File: src/rtl/ibex_pkg.sv
// Shared types and constants for the writeback controller slice.
package ibex_pkg;

    localparam int unsigned REG_ADDR_W = 5;

    typedef enum logic {
        WB_IDLE = 1'b0,
        WB_PEND = 1'b1
    } wb_state_e;

    // Where the write selected this cycle came from.
    typedef enum logic [1:0] {
        WB_SRC_NONE = 2'd0,
        WB_SRC_EX   = 2'd1,
        WB_SRC_LOAD = 2'd2
    } wb_src_e;

    // RV32E only implements x0-x15, so any address with the top bit set is illegal.
    function automatic logic rv32e_waddr_illegal(input logic rv32e,
                                                 input logic [REG_ADDR_W-1:0] addr);
        return rv32e & addr[REG_ADDR_W-1];
    endfunction

endpackage

File: src/rtl/ibex_rf_wb_ctrl_if.sv
// Pipeline-facing bundle of the writeback controller: execute, load, LSU, ID reads and RF write port.
interface ibex_rf_wb_ctrl_if
    import ibex_pkg::*;
#(
    parameter int DataWidth = 32
);

    logic                  ex_valid_i;
    logic [REG_ADDR_W-1:0] ex_waddr_i;
    logic [DataWidth-1:0]  ex_wdata_i;
    logic                  ex_ready_o;

    logic                  ld_issue_i;
    logic [REG_ADDR_W-1:0] ld_waddr_i;
    logic                  ld_ready_o;

    logic                  lsu_rvalid_i;
    logic [DataWidth-1:0]  lsu_rdata_i;
    logic                  lsu_err_i;

    logic [REG_ADDR_W-1:0] raddr_a_i;
    logic [REG_ADDR_W-1:0] raddr_b_i;
    logic                  hazard_a_o;
    logic                  hazard_b_o;

    logic [REG_ADDR_W-1:0] rf_waddr_o;
    logic [DataWidth-1:0]  rf_wdata_o;
    logic                  rf_we_o;
    logic                  load_err_o;
    logic                  illegal_waddr_o;

    // Pipeline side: drives requests, observes acceptance, hazards and the write port.
    modport master (
        output ex_valid_i, ex_waddr_i, ex_wdata_i,
        output ld_issue_i, ld_waddr_i,
        output lsu_rvalid_i, lsu_rdata_i, lsu_err_i,
        output raddr_a_i, raddr_b_i,
        input  ex_ready_o, ld_ready_o,
        input  hazard_a_o, hazard_b_o,
        input  rf_waddr_o, rf_wdata_o, rf_we_o,
        input  load_err_o, illegal_waddr_o
    );

    modport slave (
        input  ex_valid_i, ex_waddr_i, ex_wdata_i,
        input  ld_issue_i, ld_waddr_i,
        input  lsu_rvalid_i, lsu_rdata_i, lsu_err_i,
        input  raddr_a_i, raddr_b_i,
        output ex_ready_o, ld_ready_o,
        output hazard_a_o, hazard_b_o,
        output rf_waddr_o, rf_wdata_o, rf_we_o,
        output load_err_o, illegal_waddr_o
    );

endinterface

File: src/rtl/ibex_rf_hazard_cmp.sv
// Read-after-write hazard check for one register file read port.
module ibex_rf_hazard_cmp
    import ibex_pkg::*;
(
    input  logic [REG_ADDR_W-1:0] raddr_i,
    input  logic                  pend_valid_i,
    input  logic [REG_ADDR_W-1:0] pend_rd_i,
    input  logic                  wr_valid_i,
    input  logic [REG_ADDR_W-1:0] wr_addr_i,
    output logic                  hazard_o
);

    logic pend_hit;
    logic wr_hit;

    // x0 is hardwired, so neither term may ever fire for it.
    assign pend_hit = pend_valid_i & (raddr_i == pend_rd_i) & (pend_rd_i != '0);
    assign wr_hit   = wr_valid_i & (raddr_i == wr_addr_i) & (raddr_i != '0);
    assign hazard_o = pend_hit | wr_hit;

endmodule

File: src/rtl/ibex_rf_wb_ctrl.sv
// Writeback controller: merges execute results and load data onto the single registered RF write port.
module ibex_rf_wb_ctrl
    import ibex_pkg::*;
#(
    parameter int DataWidth = 32,
    parameter bit RV32E     = 1'b0
) (
    input logic               clk_i,
    input logic               rst_ni,
    ibex_rf_wb_ctrl_if.slave  bus
);

    wb_state_e             state_q, state_d;
    logic [REG_ADDR_W-1:0] pend_rd_q, pend_rd_d;

    logic                  rf_we_q, rf_we_d;
    logic [REG_ADDR_W-1:0] rf_waddr_q, rf_waddr_d;
    logic [DataWidth-1:0]  rf_wdata_q, rf_wdata_d;
    logic                  load_err_q, load_err_d;
    logic                  illegal_q, illegal_d;

    logic                  pend;
    logic                  ld_resp;
    logic                  ld_ready;
    logic                  waw_stall;
    logic                  ex_ready;
    logic                  ex_fire;

    wb_src_e               wr_src;
    logic [REG_ADDR_W-1:0] wr_addr;
    logic [DataWidth-1:0]  wr_data;

    assign pend     = (state_q == WB_PEND);
    assign ld_resp  = pend & bus.lsu_rvalid_i;
    assign ld_ready = ~pend | bus.lsu_rvalid_i;

    // Execute may not overtake a load that targets the same register.
    assign waw_stall = pend & (bus.ex_waddr_i == pend_rd_q) & (pend_rd_q != '0);
    assign ex_ready  = ~ld_resp & ~waw_stall;
    assign ex_fire   = bus.ex_valid_i & ex_ready;

    always_comb begin
        state_d   = state_q;
        pend_rd_d = pend_rd_q;
        unique case (state_q)
            WB_IDLE: begin
                if (bus.ld_issue_i) begin
                    state_d   = WB_PEND;
                    pend_rd_d = bus.ld_waddr_i;
                end
            end
            WB_PEND: begin
                // A response retires the current load; a same-cycle issue keeps us pending.
                if (bus.lsu_rvalid_i) begin
                    if (bus.ld_issue_i) begin
                        pend_rd_d = bus.ld_waddr_i;
                    end else begin
                        state_d = WB_IDLE;
                    end
                end
            end
            default: begin
                state_d = WB_IDLE;
            end
        endcase
    end

    // Load responses win the port; execute only gets it when no response is present.
    always_comb begin
        wr_src     = WB_SRC_NONE;
        wr_addr    = bus.ex_waddr_i;
        wr_data    = bus.ex_wdata_i;
        load_err_d = 1'b0;
        if (ld_resp) begin
            if (bus.lsu_err_i) begin
                load_err_d = 1'b1;
            end else begin
                wr_src  = WB_SRC_LOAD;
                wr_addr = pend_rd_q;
                wr_data = bus.lsu_rdata_i;
            end
        end else if (ex_fire) begin
            wr_src = WB_SRC_EX;
        end
    end

    always_comb begin
        rf_we_d    = 1'b0;
        rf_waddr_d = rf_waddr_q;
        rf_wdata_d = rf_wdata_q;
        illegal_d  = 1'b0;
        if (wr_src != WB_SRC_NONE) begin
            if (rv32e_waddr_illegal(RV32E, wr_addr)) begin
                illegal_d = 1'b1;
            end else if (wr_addr != '0) begin
                rf_we_d    = 1'b1;
                rf_waddr_d = wr_addr;
                rf_wdata_d = wr_data;
            end
        end
    end

    always_ff @(posedge clk_i or negedge rst_ni) begin
        if (!rst_ni) begin
            state_q    <= WB_IDLE;
            pend_rd_q  <= '0;
            rf_we_q    <= 1'b0;
            rf_waddr_q <= '0;
            rf_wdata_q <= '0;
            load_err_q <= 1'b0;
            illegal_q  <= 1'b0;
        end else begin
            state_q    <= state_d;
            pend_rd_q  <= pend_rd_d;
            rf_we_q    <= rf_we_d;
            rf_waddr_q <= rf_waddr_d;
            rf_wdata_q <= rf_wdata_d;
            load_err_q <= load_err_d;
            illegal_q  <= illegal_d;
        end
    end

    ibex_rf_hazard_cmp u_hazard_a (
        .raddr_i      (bus.raddr_a_i),
        .pend_valid_i (pend),
        .pend_rd_i    (pend_rd_q),
        .wr_valid_i   (rf_we_q),
        .wr_addr_i    (rf_waddr_q),
        .hazard_o     (bus.hazard_a_o)
    );

    ibex_rf_hazard_cmp u_hazard_b (
        .raddr_i      (bus.raddr_b_i),
        .pend_valid_i (pend),
        .pend_rd_i    (pend_rd_q),
        .wr_valid_i   (rf_we_q),
        .wr_addr_i    (rf_waddr_q),
        .hazard_o     (bus.hazard_b_o)
    );

    assign bus.ex_ready_o      = ex_ready;
    assign bus.ld_ready_o      = ld_ready;
    assign bus.rf_we_o         = rf_we_q;
    assign bus.rf_waddr_o      = rf_waddr_q;
    assign bus.rf_wdata_o      = rf_wdata_q;
    assign bus.load_err_o      = load_err_q;
    assign bus.illegal_waddr_o = illegal_q;

`ifndef SYNTHESIS
    // Only one load may be outstanding unless its response retires in the same cycle.
    ld_issue_when_ready: assert property (
        @(posedge clk_i) disable iff (!rst_ni) bus.ld_issue_i |-> ld_ready
    );
`endif

endmodule

File: src/flat_wrapper.sv
// flat-port wrapper written by rule: the top's interface ports become plain ports
module ibex_rf_wb_ctrl_flat import ibex_pkg::*;
#(
    parameter int DataWidth = 32,
    parameter bit RV32E     = 1'b0
)
  (clk_i, rst_ni, bus_ex_valid_i, bus_ex_waddr_i, bus_ex_wdata_i, bus_ld_issue_i, bus_ld_waddr_i, bus_lsu_rvalid_i, bus_lsu_rdata_i, bus_lsu_err_i, bus_raddr_a_i, bus_raddr_b_i, bus_ex_ready_o, bus_ld_ready_o, bus_hazard_a_o, bus_hazard_b_o, bus_rf_waddr_o, bus_rf_wdata_o, bus_rf_we_o, bus_load_err_o, bus_illegal_waddr_o);
  ibex_rf_wb_ctrl_if #(.DataWidth(DataWidth)) bus_i ();
  input logic clk_i;
  input logic rst_ni;
  input wire logic [$bits(bus_i.ex_valid_i)-1:0] bus_ex_valid_i;
  input wire logic [$bits(bus_i.ex_waddr_i)-1:0] bus_ex_waddr_i;
  input wire logic [$bits(bus_i.ex_wdata_i)-1:0] bus_ex_wdata_i;
  input wire logic [$bits(bus_i.ld_issue_i)-1:0] bus_ld_issue_i;
  input wire logic [$bits(bus_i.ld_waddr_i)-1:0] bus_ld_waddr_i;
  input wire logic [$bits(bus_i.lsu_rvalid_i)-1:0] bus_lsu_rvalid_i;
  input wire logic [$bits(bus_i.lsu_rdata_i)-1:0] bus_lsu_rdata_i;
  input wire logic [$bits(bus_i.lsu_err_i)-1:0] bus_lsu_err_i;
  input wire logic [$bits(bus_i.raddr_a_i)-1:0] bus_raddr_a_i;
  input wire logic [$bits(bus_i.raddr_b_i)-1:0] bus_raddr_b_i;
  output wire logic [$bits(bus_i.ex_ready_o)-1:0] bus_ex_ready_o;
  output wire logic [$bits(bus_i.ld_ready_o)-1:0] bus_ld_ready_o;
  output wire logic [$bits(bus_i.hazard_a_o)-1:0] bus_hazard_a_o;
  output wire logic [$bits(bus_i.hazard_b_o)-1:0] bus_hazard_b_o;
  output wire logic [$bits(bus_i.rf_waddr_o)-1:0] bus_rf_waddr_o;
  output wire logic [$bits(bus_i.rf_wdata_o)-1:0] bus_rf_wdata_o;
  output wire logic [$bits(bus_i.rf_we_o)-1:0] bus_rf_we_o;
  output wire logic [$bits(bus_i.load_err_o)-1:0] bus_load_err_o;
  output wire logic [$bits(bus_i.illegal_waddr_o)-1:0] bus_illegal_waddr_o;
  assign bus_i.ex_valid_i = bus_ex_valid_i;
  assign bus_i.ex_waddr_i = bus_ex_waddr_i;
  assign bus_i.ex_wdata_i = bus_ex_wdata_i;
  assign bus_i.ld_issue_i = bus_ld_issue_i;
  assign bus_i.ld_waddr_i = bus_ld_waddr_i;
  assign bus_i.lsu_rvalid_i = bus_lsu_rvalid_i;
  assign bus_i.lsu_rdata_i = bus_lsu_rdata_i;
  assign bus_i.lsu_err_i = bus_lsu_err_i;
  assign bus_i.raddr_a_i = bus_raddr_a_i;
  assign bus_i.raddr_b_i = bus_raddr_b_i;
  assign bus_ex_ready_o = bus_i.ex_ready_o;
  assign bus_ld_ready_o = bus_i.ld_ready_o;
  assign bus_hazard_a_o = bus_i.hazard_a_o;
  assign bus_hazard_b_o = bus_i.hazard_b_o;
  assign bus_rf_waddr_o = bus_i.rf_waddr_o;
  assign bus_rf_wdata_o = bus_i.rf_wdata_o;
  assign bus_rf_we_o = bus_i.rf_we_o;
  assign bus_load_err_o = bus_i.load_err_o;
  assign bus_illegal_waddr_o = bus_i.illegal_waddr_o;
  ibex_rf_wb_ctrl #(.DataWidth(DataWidth), .RV32E(RV32E)) u_core (.clk_i(clk_i), .rst_ni(rst_ni), .bus(bus_i));
endmodule
File: config.mk
export PLATFORM = sky130hd
export DESIGN_NAME = ibex_rf_wb_ctrl_flat
export DESIGN_NICKNAME = d
export VERILOG_FILES = /design/src/rtl/ibex_pkg.sv /design/src/rtl/ibex_rf_wb_ctrl_if.sv /design/src/rtl/ibex_rf_hazard_cmp.sv /design/src/rtl/ibex_rf_wb_ctrl.sv /design/src/flat_wrapper.sv
export SDC_FILE = /design/constraint.sdc
export NUM_CORES = 1
export LEC_CHECK = 0
export ABC_AREA = 1
export CAP_MARGIN = 15
export CORE_ASPECT_RATIO = 1.4
export CORE_MARGIN = 1
export CORE_UTILIZATION = 41
export CTS_BUF_LIST = sky130_fd_sc_hd__clkbuf_8 sky130_fd_sc_hd__clkbuf_16
export DETAILED_ROUTE_END_ITERATION = 10
export PLACE_DENSITY = 0.9
export SLEW_MARGIN = 15
export SYNTH_ARGS = -nofsm -noshare
export SYNTH_HDL_FRONTEND = slang
export SYNTH_SLANG_ARGS = --single-unit
File: constraint.sdc
create_clock -name clk_i -period 2.1 [get_ports clk_i]
set_input_delay 0.42 -clock clk_i [delete_from_list [all_inputs] [get_ports clk_i]]
set_output_delay 0.42 -clock clk_i [all_outputs]
set_load 0.005 [all_outputs]
* Yosys cells after proc, flatten, opt, wreduce, memory -nomap -nowiden
Index checks and enable logic that the tools add are counted.
Operators by class: equality and inequality tests 6, muxes and demuxes 17, bitwise logic cells 19, reductions and logical operators 6
Operators by type and width (count):
- 2-to-1 mux 32 bit | 2
- == test 5 bit | 5
- 2-to-1 mux 5 bit | 4
- nonzero test 5 bit | 4
- AND 1 bit | 13
- case mux 5 bit (2 select lines) | 1
- 2-to-1 mux 1 bit | 7
- 2-to-1 mux 2 bit | 2
- inverter 1 bit | 3
- bitwise OR 1 bit | 3
- inequality test 2 bit, second input constant | 1
- case mux 1 bit (2 select lines) | 1
- AND reduction 2 bit | 1
- nonzero test 2 bit | 1
Storage, ports and cells: bits in registers 45, bits of input ports 90, output and inout port bits 44, word-level logic and storage cells 54

* Longest topological paths before layout
Gate-level depths: netlist of the first run.
depth in word-level cells 10, mapped depth 14, mapped depth without buffers 12

* Hierarchy
Synthesis of the first run repeated with hierarchy kept, for this count alone.
Unflattened totals: cell total of the unflattened synthesis 459, area, all modules 2825.2 um^2
Modules (own cells, without submodules):
- ibex_rf_wb_ctrl | instances 1, cells an instance 341, area an instance 2367.3 um^2, seq. area each 1126.1 um^2
- ibex_rf_hazard_cmp | instances 2, cells an instance 59, area an instance 229.0 um^2, seq. area each 0.0 um^2

* Worst setup path after synthesis of the first run
OpenSTA, ideal clock, no wires.
path type input to register, start input bus_lsu_rvalid_i, end register u_core.rf_wdata_q[10] (netlist: u_core.bus.rf_wdata_o[10]), library setup time 0.116 ns, data arrival time 1.456 ns, required time 1.984 ns, setup slack 0.527 ns, stages 12, path buffers 3, path through nand2_2 > nor2_4 > buf_6 > nand2_1 > o21ai_2 > nor2_2 > nand3_4 > nand2_2 > buf_6 > buf_6 > nand2_1 > nand2_1
Between the ends: cells in the longest elaborated chain, start to end 8, elaborated cells on any way between the ends 11, classes of those cells 4 x mux; 4 x bitwise; 3 x reduce/logical
RTL lines:
- start: declaration | RTL line flat_wrapper.sv:16 | input wire logic [$bits(bus_i.lsu_rvalid_i)-1:0] bus_lsu_rvalid_i;
- AND 1 bit (*) | RTL line ibex_rf_wb_ctrl.sv:34 | assign ld_resp = pend & bus.lsu_rvalid_i;
- inverter 1 bit | RTL line ibex_rf_wb_ctrl.sv:39 | assign ex_ready = ~ld_resp & ~waw_stall;
- AND 1 bit | RTL line ibex_rf_wb_ctrl.sv:39
- AND 1 bit | RTL line ibex_rf_wb_ctrl.sv:40 | assign ex_fire = bus.ex_valid_i & ex_ready;
- 2-to-1 mux 1 bit | RTL line ibex_rf_wb_ctrl.sv:82 | end else if (ex_fire) begin
- 2-to-1 mux 2 bit | RTL line ibex_rf_wb_ctrl.sv:74 | if (ld_resp) begin
- nonzero test 2 bit | RTL line ibex_rf_wb_ctrl.sv:92 | if (wr_src != WB_SRC_NONE) begin
- AND reduction 2 bit (no line)
- end signal: assignment | RTL line ibex_rf_wb_ctrl.sv:117 | rf_wdata_q <= rf_wdata_d;
- end: declaration | RTL line ibex_rf_wb_ctrl.sv:18 | logic [DataWidth-1:0] rf_wdata_q, rf_wdata_d;
Mark *: on every way between the ends. The rest lies on a longest branch, timed or not. A chain may end at the register's enable or synchronous reset.

* Worst setup path in the final report of the first run
start input bus_lsu_rvalid_i, end output bus_ld_ready_o
Between the ends: cells in the longest elaborated chain, start to end 1
RTL lines:
- bitwise OR 1 bit | RTL line ibex_rf_wb_ctrl.sv:35 | assign ld_ready = ~pend | bus.lsu_rvalid_i;
- end: declaration | RTL line flat_wrapper.sv:22 | output wire logic [$bits(bus_i.ld_ready_o)-1:0] bus_ld_ready_o;
No other way between the ends.

==> results.json, run 1 <==
{
  "grt_pass1_wl_um": 14600,
  "power.density_nw_per_um2": 627,
  "critPathSlowestCell": "clkdlybuf4s50_1",
  "min_path_type": "in2async",
  "nNetsFinal": 644,
  "clock_tree.root_cell": "clkbuf_8",
  "power_leakage_nw": 2.29,
  "outcome": "complete, no violations",
  "busiest_layer": "met2",
  "syn-instance-count": 392,
  "maxSlewViolCount": 0,
  "yosys_warnings": 0,
  "synth_compound_area_share_pct": 7.32,
  "cts_buffers": 5,
  "dp_hpwl_um": 6680,
  "grt_pass1_vias": 3221,
  "clk_latency_ns": 0.30,
  "path_delay_family": "buffers and inverters",
  "cp_max_fo": 2,
  "final_hold_viol_count": 0,
  "n_antenna_cell": 0,
  "required_ns": 1.68,
  "worst_clock_skew_ns": 0.0102,
  "drt-total-wl_um": 8950,
  "drt_iter0_drc": 208,
  "dieArea_um2": 6830,
  "use_met1_pct": 28.4,
  "synth-adder-area-share_pct": 0,
  "ir_drop_uv": 359,
  "design.core.area_um2": 6250,
  "start_kind": "primary input",
  "crit_path_cell_trace": "clkdlybuf4s50_1, or2_2, clkdlybuf4s50_1",
  "wire_per_inst_um": 14.3,
  "critical_path.most_common_cell": "clkdlybuf4s50_1",
  "htreeDepth": 2,
  "synth_xor_area_share_pct": 1.31,
  "vias": 3241,
  "end_kind": "output port",
  "postSynthAreaPerCell_um2": 6.80,
  "cts_sinks": 45,
  "worst_pin_slew_ns": 0.555,
  "ys_types": 26,
  "finalPower_mw": 2.79,
  "worstSetupPathType": "in2out",
  "drv_cap": 0,
  "ios": 134,
  "synth_top_family_by_area": "simple AND/OR/NAND/NOR gates",
  "rsz0062_at_grt": "no",
  "max_freq_mhz": 487,
  "fp.dieW_um": 70.2,
  "syn-cell-area_um2": 2670,
  "synth_mux_area_share_pct": 0,
  "ys_seq_area_share_pct": 42.2,
  "grt-ovfl-total": 0,
  "grt_max_degree": 33,
  "drive_above_1_share_pct": 14.6,
  "finalSetupViolCount": 0,
  "syn_nets": 482,
  "portBuffers": 132,
  "synth-seq-cells": 45,
  "fp.dieH_um": 97.4,
  "row_count": 34,
  "antenna_found_initial": 0,
  "fin_crit_ns": 2.05,
  "slew_headroom_pct": 63.0,
  "grtUsageMet3_pct": 3.84,
  "fin_crit_sh_pct": 97.8,
  "path_buf_inv": 2,
  "dr.pass1.iters": 7,
  "arrival_ns": 1.63,
  "cts_buffer_depth": 2,
  "area_delta_synth_final_pct": 67.2,
  "route.detailed.drc": 0,
  "gp_congestion": 0.922,
  "detail-route-antenna-nets": 0,
  "use_met2_pct": 49.7,
  "initial_core_util_pct": 42.6,
  "grt_util_all_layers_pct": 26.7,
  "path_clk_slew_ns": 0.10,
  "post-route-util_pct": 71.3,
  "vias_per_cell": 5.17,
  "synth-simple-area-share_pct": 40.5,
  "slowest_delay_ns": 0.45,
  "ctsHoldBuffers": 0,
  "cts_tree": "done"
}
## cells in the mapped netlist
cell type / instances / area share [%]
nand2_2: 2 / 0.47
o22ai_1: 7 / 1.6
nor3_1: 1 / 0.19
buf_2: 7 / 1.3
inv_1: 29 / 4.1
conb_1: 1 / 0.14
nor2_4: 1 / 0.42
buf_4: 2 / 0.56
or2_2: 2 / 0.47
o21ai_0: 8 / 1.5
xnor2_1: 2 / 0.66
nand4_1: 3 / 0.70
nor4_1: 2 / 0.47
buf_6: 4 / 1.7
nor2_2: 1 / 0.23
nor2_1: 10 / 1.4
xor2_1: 2 / 0.66
a211oi_1: 3 / 0.84
o21ai_2: 2 / 0.66
clkbuf_1: 6 / 0.84
nand3_1: 39 / 7.3
nand3_4: 1 / 0.66
nand2_1: 200 / 28
a21oi_1: 9 / 1.7
dfrtp_1: 45 / 42
a221oi_1: 3 / 0.99
## path summary, 6_finish.rpt
path | start | end | slack (ns) | depth (start not counted)
min in group clk_i | u_core.bus.rf_wdata_o[19] | u_core.bus.rf_wdata_o[19] | 0.47 | 2
worst max register to register | u_core.pend_rd_q[4] | u_core.bus.rf_wdata_o[3] | 0.24 | 13
worst min register to register | u_core.bus.rf_wdata_o[19] | u_core.bus.rf_wdata_o[19] | 0.47 | 2
worst min-delay path | rst_ni | u_core.bus.rf_wdata_o[5] | 0.09 | 1
max in group asynchronous | rst_ni | u_core.bus.rf_wdata_o[23] | 1.47 | 2
worst max-delay path | bus_lsu_rvalid_i | bus_ld_ready_o | 0.05 | 3
## report_power, final
group | internal, mW | switching, mW
registers | 1.01 | 0.113
logic | 0.611 | 0.468
clock network | 0.274 | 0.316
total | 1.90 | 0.896
## per-layer routing
layer	wire [µm]	vias up
met2	4900	174
met1	3110	1461
li1	-	1558
met5	0	-
met4	481	0
met3	455	48
## logic make-up (layout without fill, tap and decap cells)
group | after synthesis | in the layout
AND/OR/NAND/NOR | 262 | 262
other | 1 | 1
XOR/XNOR | 4 | 4
flip-flops | 45 | 45
buffers and inverters | 48 | 211
AO/OA/AOI/OAI | 32 | 32
## cell type report
type                       count  area, µm²
multi-input combinational    299       1380
inverter                      29        109
timing repair buffer         174       1650
fill                         496       1800
tap                           72       90.1
clock buffer                   6       82.6
clock inverter                 2       17.5
sequential                    45       1130
## cell usage in the layout, fill, tap and decap left out, drive strengths merged
master         instances
buf                   43
o22ai                  7
dlygate4sd2           10
dfrtp                 45
nand2                202
nor2                  12
dlymetal6s2s           1
nor4                   2
o21ai                 10
xor2                   2
a21oi                  9
conb                   1
nand3                 40
or2                    2
clkinv                 1
a211oi                 3
a221oi                 3
xnor2                  2
nand4                  3
inv                   30
clkbuf                 9
nor3                   1
clkdlybuf4s50        117
## repair_timing
action                                  4_1_cts  5_1_grt
setup buffers                                 5        5
endpoints found under the setup margin        3        3
gates resized for setup                      28       14
pin swaps                                     4        5
## worst register-to-register path, cell delays in order (launching register included)
cell and delay (ns):
dfrtp_1 0.41, inv_1 0.14, buf_4 0.15, nand2_1 0.04, nand2_1 0.05, nand2_1 0.06, nor2_2 0.10, buf_4 0.12
nand2_1 0.04, nand3_1 0.10, nand2_1 0.11, buf_4 0.23, nand3_1 0.13, nand2_1 0.07
## state kept, by name, indices dropped and copies added (netlist names)
name / cells
u_core.pend_rd_q: 5
u_core.bus.rf_wdata_o: 32
u_core.pend: 1
u_core.bus.rf_waddr_o: 5
u_core.bus.load_err_o: 1
u_core.bus.rf_we_o: 1
## stage by stage
stage / std cells / setup TNS (ns) / area [µm²] / setup WS (ns) / hold slack (ns)
2_1_floorplan: 392 / 0 / 2670 / 0.527 / 0.124
3_3_place_gp: 609 / -4.96 / 4230 / -0.321 / 0.422
3_5_place_dp: 609 / -3.76 / 4230 / -0.369 / 0.434
4_1_cts: 622 / 0 / 4400 / 0.0109 / 0.104
5_1_grt: 627 / 0 / 4460 / 0.000830 / 0.114
6_report: 627 / 0 / 4460 / 0.0464 / 0.0924
(Power assumes the default switching activity.)
==> run 2, diff against run 1 <==
--- a/config.mk
+++ b/config.mk
@@ -12,6 +12,7 @@
 export CORE_UTILIZATION = 41
 export CTS_BUF_LIST = sky130_fd_sc_hd__clkbuf_8 sky130_fd_sc_hd__clkbuf_16
 export DETAILED_ROUTE_END_ITERATION = 10
+export MAX_ROUTING_LAYER = met4
 export PLACE_DENSITY = 0.9
 export SLEW_MARGIN = 15
 export SYNTH_ARGS = -nofsm -noshare
==> run 2 against run 1 <==
Register-to-register slack better by 0.02 ns. Critical path depth unchanged. Global-route usage rose by 0.71 points. Clock power about the same. Hold slack improved by 0.0010 ns.
==> results.json, run 2 (synthesis gave the netlist of run 1 again) <==
{
  "grt_pass1_vias": 3226,
  "max_freq_mhz": 487,
  "vias_per_cell": 5.08,
  "finalSetupViolCount": 0,
  "cp_max_fo": 2,
  "end_kind": "output port",
  "path_clk_slew_ns": 0.10,
  "design.core.area_um2": 6250,
  "seq_power_share_pct": 40.3,
  "vias": 3183,
  "sw_frac_of_total_pct": 32.1,
  "critPathSlowestCell": "clkdlybuf4s50_1",
  "dpl_cell_area_um2": 4230,
  "required_ns": 1.68,
  "nNetsFinal": 644,
  "power_leakage_nw": 2.29,
  "crit_path_cell_trace": "clkdlybuf4s50_1, or2_2, clkdlybuf4s50_1",
  "grt_util_all_layers_pct": 27.4,
  "drv_cap": 0,
  "slowest_delay_ns": 0.45,
  "ir_drop_uv": 359,
  "fp.dieH_um": 97.4,
  "dp_hpwl_um": 6680,
  "finalPower_mw": 2.79,
  "clock_tree.root_cell": "clkbuf_8",
  "detail-route-antenna-nets": 0,
  "row_count": 34,
  "cts_buffers": 5,
  "grt_pass1_wl_um": 14600,
  "r2r_end": "u_core.bus.rf_wdata_o[3]",
  "clk_latency_ns": 0.30,
  "drt-total-wl_um": 8910,
  "worst_clock_skew_ns": 0.0101,
  "drive_above_1_share_pct": 14.6,
  "internal_power_mw": 1.90,
  "grt-ovfl-total": 0,
  "power.density_nw_per_um2": 626,
  "area_delta_synth_final_pct": 67.2,
  "maxSlewViolCount": 0,
  "finalInstanceArea_um2": 4460,
  "fin_ws_ns": 0.0464,
  "largest_register_ffs": 32,
  "route.detailed.drc": 0,
  "portBuffers": 132,
  "layout_commonest_cell": "nand2_1",
  "outcome": "complete, no violations",
  "ios": 134,
  "cts_buffer_depth": 2,
  "htreeDepth": 2,
  "slew_headroom_pct": 62.6,
  "min_path_type": "in2async",
  "initial_core_util_pct": 42.6,
  "antenna_found_initial": 0,
  "cts_sinks": 45,
  "n_antenna_cell": 0,
  "cts_tree": "done",
  "fp.dieW_um": 70.2,
  "wire_per_inst_um": 14.2,
  "p_switching_uw": 895,
  "critical_path.most_common_cell": "clkdlybuf4s50_1",
  "drt_iter0_drc": 197,
  "gp_congestion": 0.938,
  "mostFrequentLayoutCells": "nand2_1, clkdlybuf4s50_1, dfrtp_1",
  "hold_slack_ns": 0.0934,
  "worst_pin_slew_ns": 0.562,
  "worst-r2r-cell-count": 13,
  "worstSetupPathType": "in2out",
  "power.share.combinational_pct": 38.6,
  "grt_max_degree": 33,
  "ff2ff_setup_slack_ns": 0.26,
  "power.share.clock_pct": 21.1,
  "fin_crit_ns": 2.05,
  "fin_crit_sh_pct": 97.8,
  "post-place-ws_ns": -0.369,
  "dr.pass1.iters": 5,
  "start_kind": "primary input",
  "n_fill_cell": 496,
  "crit_path_start": "bus_lsu_rvalid_i",
  "final_hold_viol_count": 0,
  "place_inst": 609,
  "fin_cells": 627,
  "r2r-start": "u_core.pend_rd_q[4]",
  "arrival_ns": 1.63,
  "dieArea_um2": 6830,
  "ctsHoldBuffers": 0
}
==> run 2: what timing repair did <==
item,CTS,global route
pin swaps,4,5
resized for setup,28,14
setup buffers,5,5
endpoints found under the setup margin,3,3
==> run 2: power by group through the flow <==
stage | sequential, mW | combinational [mW] | clock (mW)
finish | 1.12 | 1.08 | 0.590
detailed placement | 1.13 | 1.01 | 0
CTS | 1.12 | 1.05 | 0.599
global route | 1.14 | 1.18 | 0.642
floorplan | 1.13 | 0.372 | 0
global placement | 1.12 | 0.978 | 0
==> run 2: critical path, delay by kind of cell <==
family        cells  cell delay, ns
simple gates      1            0.32
buf+inv           2            0.89
==> run 2: worst max-delay path by stage <==
stage,end,slack (ns)
floorplan,u_core.bus.rf_wdata_o[10],0.53
global placement,bus_hazard_a_o,-0.32
detailed placement,bus_hazard_a_o,-0.37
CTS,bus_hazard_a_o,0.01
global route,bus_hazard_a_o,-0.0004
finish,bus_ld_ready_o,0.05
==> run 2: final cells by class <==
| class | instances | area [µm²] | area share (%) |
|---|---|---|---|
| Multi-Input combinational cell | 299 | 1380 | 31.0 |
| Tap cell | 72 | 90.1 | 2.02 |
| Clock inverter | 2 | 17.5 | 0.393 |
| Inverter | 29 | 109 | 2.44 |
| Clock buffer | 6 | 82.6 | 1.85 |
| Sequential cell | 45 | 1130 | 25.4 |
| Timing Repair Buffer | 174 | 1650 | 37.0 |
==> run 2: routing by layer <==
metal,GRT usage [%],vias up,share of wire [%]
met5,-,-,0
met4,13.7,0,4.8
met3,3.53,42,3.9
met2,49.9,140,55
met1,28.4,1445,36
li1,-,1556,-
==> run 2: stage by stage <==
step                setup TNS [ns]  util (%)
global route             -0.000414      71.3
detailed placement           -3.76      67.7
finish                           0      71.3
floorplan                        0         -
CTS                              0      70.4
global placement             -4.96      67.7
==> run 3, diff against run 2 <==
--- a/config.mk
+++ b/config.mk
@@ -9,11 +9,11 @@
 export CAP_MARGIN = 15
 export CORE_ASPECT_RATIO = 1.4
 export CORE_MARGIN = 1
-export CORE_UTILIZATION = 41
+export CORE_UTILIZATION = 37
 export CTS_BUF_LIST = sky130_fd_sc_hd__clkbuf_8 sky130_fd_sc_hd__clkbuf_16
 export DETAILED_ROUTE_END_ITERATION = 10
 export MAX_ROUTING_LAYER = met4
-export PLACE_DENSITY = 0.9
+export PLACE_DENSITY = 0.78
 export SLEW_MARGIN = 15
 export SYNTH_ARGS = -nofsm -noshare
 export SYNTH_HDL_FRONTEND = slang
==> constraint.sdc (replaced) <==
create_clock -name clk_i -period 1.7 [get_ports clk_i]
set_input_delay 0.34 -clock clk_i [delete_from_list [all_inputs] [get_ports clk_i]]
set_output_delay 0.34 -clock clk_i [all_outputs]
set_load 0.005 [all_outputs]
==> run 3 against run 2 <==
The run now ends with setup timing left. Largest cell class unchanged. Core utilization increased by 0.13 points. Wire length up 9.5%. Die area increased by 11%. Highest routed layer unchanged. Via count is 2.9% higher. Non-clock buffer count grew 32. Register-to-register slack got worse by 0.41 ns. Largest power group is now combinational logic.
==> results.json, run 3 (synthesis gave the netlist of run 1 again) <==
{
  "slowest_delay_ns": 0.42,
  "cts_sinks": 45,
  "clk_latency_ns": 0.29,
  "initial_core_util_pct": 38.2,
  "crit_path_cell_trace": "clkdlybuf4s50_1, buf_4, a211oi_1, nand4_1, nand2_1, buf_2",
  "grt_pass1_vias": 3223,
  "fin_crit_ns": 1.90,
  "clock_tree.root_cell": "clkbuf_8",
  "power_leakage_nw": 2.57,
  "cts_buffer_depth": 2,
  "seq_power_share_pct": 36.3,
  "wire_per_inst_um": 14.3,
  "drive_above_1_share_pct": 20.7,
  "arrival_ns": 1.56,
  "r2r_end": "u_core.bus.rf_wdata_o[7]",
  "path_buf_inv": 3,
  "fin_crit_sh_pct": 112,
  "grt_max_degree": 33,
  "row_count": 36,
  "design.core.area_um2": 6980,
  "htreeDepth": 2,
  "fin_cells": 683,
  "internal_power_mw": 2.63,
  "cts_tree": "done",
  "mostFrequentLayoutCells": "nand2_1, clkdlybuf4s50_1, buf_4",
  "use_met1_pct": 27.3,
  "dieArea_um2": 7550,
  "power.density_nw_per_um2": 761,
  "layout_commonest_cell": "nand2_1",
  "p_switching_mw": 1.17,
  "worst-r2r-cell-count": 14,
  "power.share.clock_pct": 21.3,
  "largest_register_ffs": 32,
  "power.share.combinational_pct": 42.3,
  "final_hold_viol_count": 0,
  "critPathSlowestCell": "clkdlybuf4s50_1",
  "grt_pass1_wl_um": 14900,
  "min_from": "u_core.bus.rf_wdata_o[23]",
  "setup_tns_ns": -4.73,
  "fp.dieH_um": 102,
  "ff2ff_setup_slack_ns": -0.15,
  "route.detailed.drc": 0,
  "drt-total-wl_um": 9760,
  "vias_per_cell": 4.80,
  "busiest_layer": "met2",
  "dr.pass1.iters": 4,
  "n_fill_cell": 554,
  "detail-route-antenna-nets": 0,
  "cts_buffers": 5,
  "violations": "setup timing",
  "rsz0062_at_grt": "yes",
  "ir_drop_uv": 522,
  "grtUsageMet3_pct": 4.34,
  "nNetsFinal": 677,
  "path_clk_slew_ns": 0.08,
  "required_ns": 1.36,
  "path_delay_family": "buffers and inverters",
  "worst_clock_skew_ns": 0.00688,
  "place_inst": 647,
  "hold_slack_ns": 0.473,
  "portBuffers": 132,
  "end_kind": "output port",
  "sw_frac_of_total_pct": 30.8,
  "start_kind": "primary input",
  "fp.dieW_um": 73.7,
  "vias": 3275,
  "maxSlewViolCount": 0,
  "drt_iter0_drc": 195,
  "ios": 134,
  "holdPathStages": 2,
  "antenna_found_initial": 0,
  "fin_ws_ns": -0.197,
  "outcome": "finished, violations left",
  "min_path_type": "reg2reg",
  "grt-ovfl-total": 0,
  "dp_hpwl_um": 6550,
  "max_freq_mhz": 527,
  "min_to": "u_core.bus.rf_wdata_o[23]",
  "use_met2_pct": 49.7,
  "cp_max_fo": 3,
  "n_antenna_cell": 0,
  "drv_cap": 0,
  "worstSetupPathType": "in2out",
  "grt_util_all_layers_pct": 26.9,
  "area_delta_synth_final_pct": 87.0,
  "r2r-start": "u_core.pend_rd_q[3]",
  "finalSetupViolCount": 41,
  "gp_congestion": 0.838,
  "finalPower_mw": 3.80
}
## run 3: cell types whose count changed in the layout (fill, tap and decap cells not counted), moves of 6 or more
cell             delta
clkdlybuf4s50_1     -9
dlygate4sd2_1       +6
buf_4              +11
buf_6              +13
## run 3: through the flow
step | worst slack (ns) | instance area [µm²] | utilization (%)
CTS | -0.0935 | 4780 | 68.5
global placement | -0.568 | 4370 | 62.7
finish | -0.197 | 4990 | 71.4
detailed placement | -0.678 | 4370 | 62.7
floorplan | 0.169 | 2670 | -
global route | -0.228 | 4990 | 71.4
## run 3: cell type report
type / count / area (µm²) / share of cell area (%)
Clock inverter: 3 / 42.5 / 0.853
Multi-Input combinational cell: 300 / 1470 / 29.5
Clock buffer: 5 / 68.8 / 1.38
Tap cell: 95 / 119 / 2.38
Timing Repair Buffer: 206 / 2050 / 41.1
Inverter: 29 / 109 / 2.18
Sequential cell: 45 / 1130 / 22.6
## run 3: repair_timing
| item | 4_1_cts | 5_1_grt |
|---|---|---|
| hold endpoints to repair | 14 | 0 |
| endpoints found under the setup margin | 43 | 45 |
| resized for setup | 75 | 19 |
| hold buffers | 1 | 0 |
| pin swaps | 18 | 3 |
| setup buffers | 16 | 5 |
| gates cloned | 3 | 4 |
## run 3: routing by layer
layer	part of all wire, %	routed length, µm	up-vias
met5	0	0	-
met4	2.6	257	0
met3	3.9	383	22
met2	58	5670	118
met1	35	3440	1505
li1	-	-	1630
## run 3: worst max-delay path by stage
stage,to,depth (start not counted),slack (ns),start
after floorplan,u_core.bus.rf_wdata_o[10],12,0.17,u_core.pend
after global placement,bus_hazard_a_o,6,-0.57,bus_raddr_a_i[3]
after detailed placement,bus_hazard_a_o,6,-0.68,bus_raddr_a_i[3]
after CTS,bus_hazard_a_o,8,-0.09,u_core.pend_rd_q[1]
after global routing,bus_hazard_a_o,5,-0.23,u_core.bus.rf_waddr_o[0]
final,bus_hazard_a_o,6,-0.20,bus_raddr_a_i[0]
## run 3: power by group through the flow
stage	Clock, mW	Sequential (mW)	Combinational [mW]
final	0.810	1.38	1.61
after global routing	0.864	1.40	1.74
after CTS	0.823	1.38	1.49
after detailed placement	0	1.38	1.34
after global placement	0	1.38	1.31
after floorplan	0	1.39	0.460
## run 3: worst reg2reg max path, stage by stage, from the launching register on
cell,delay [ns]
dfrtp_1,0.40
inv_2,0.12
buf_4,0.15
a21oi_4,0.06
nand2_2,0.08
nor2_4,0.05
buf_4,0.12
nand2_1,0.06
nand3_2,0.09
nand2_4,0.13
nand2_8,0.10
buf_4,0.16
buf_16,0.13
nand2_1,0.06
nand2_1,0.04
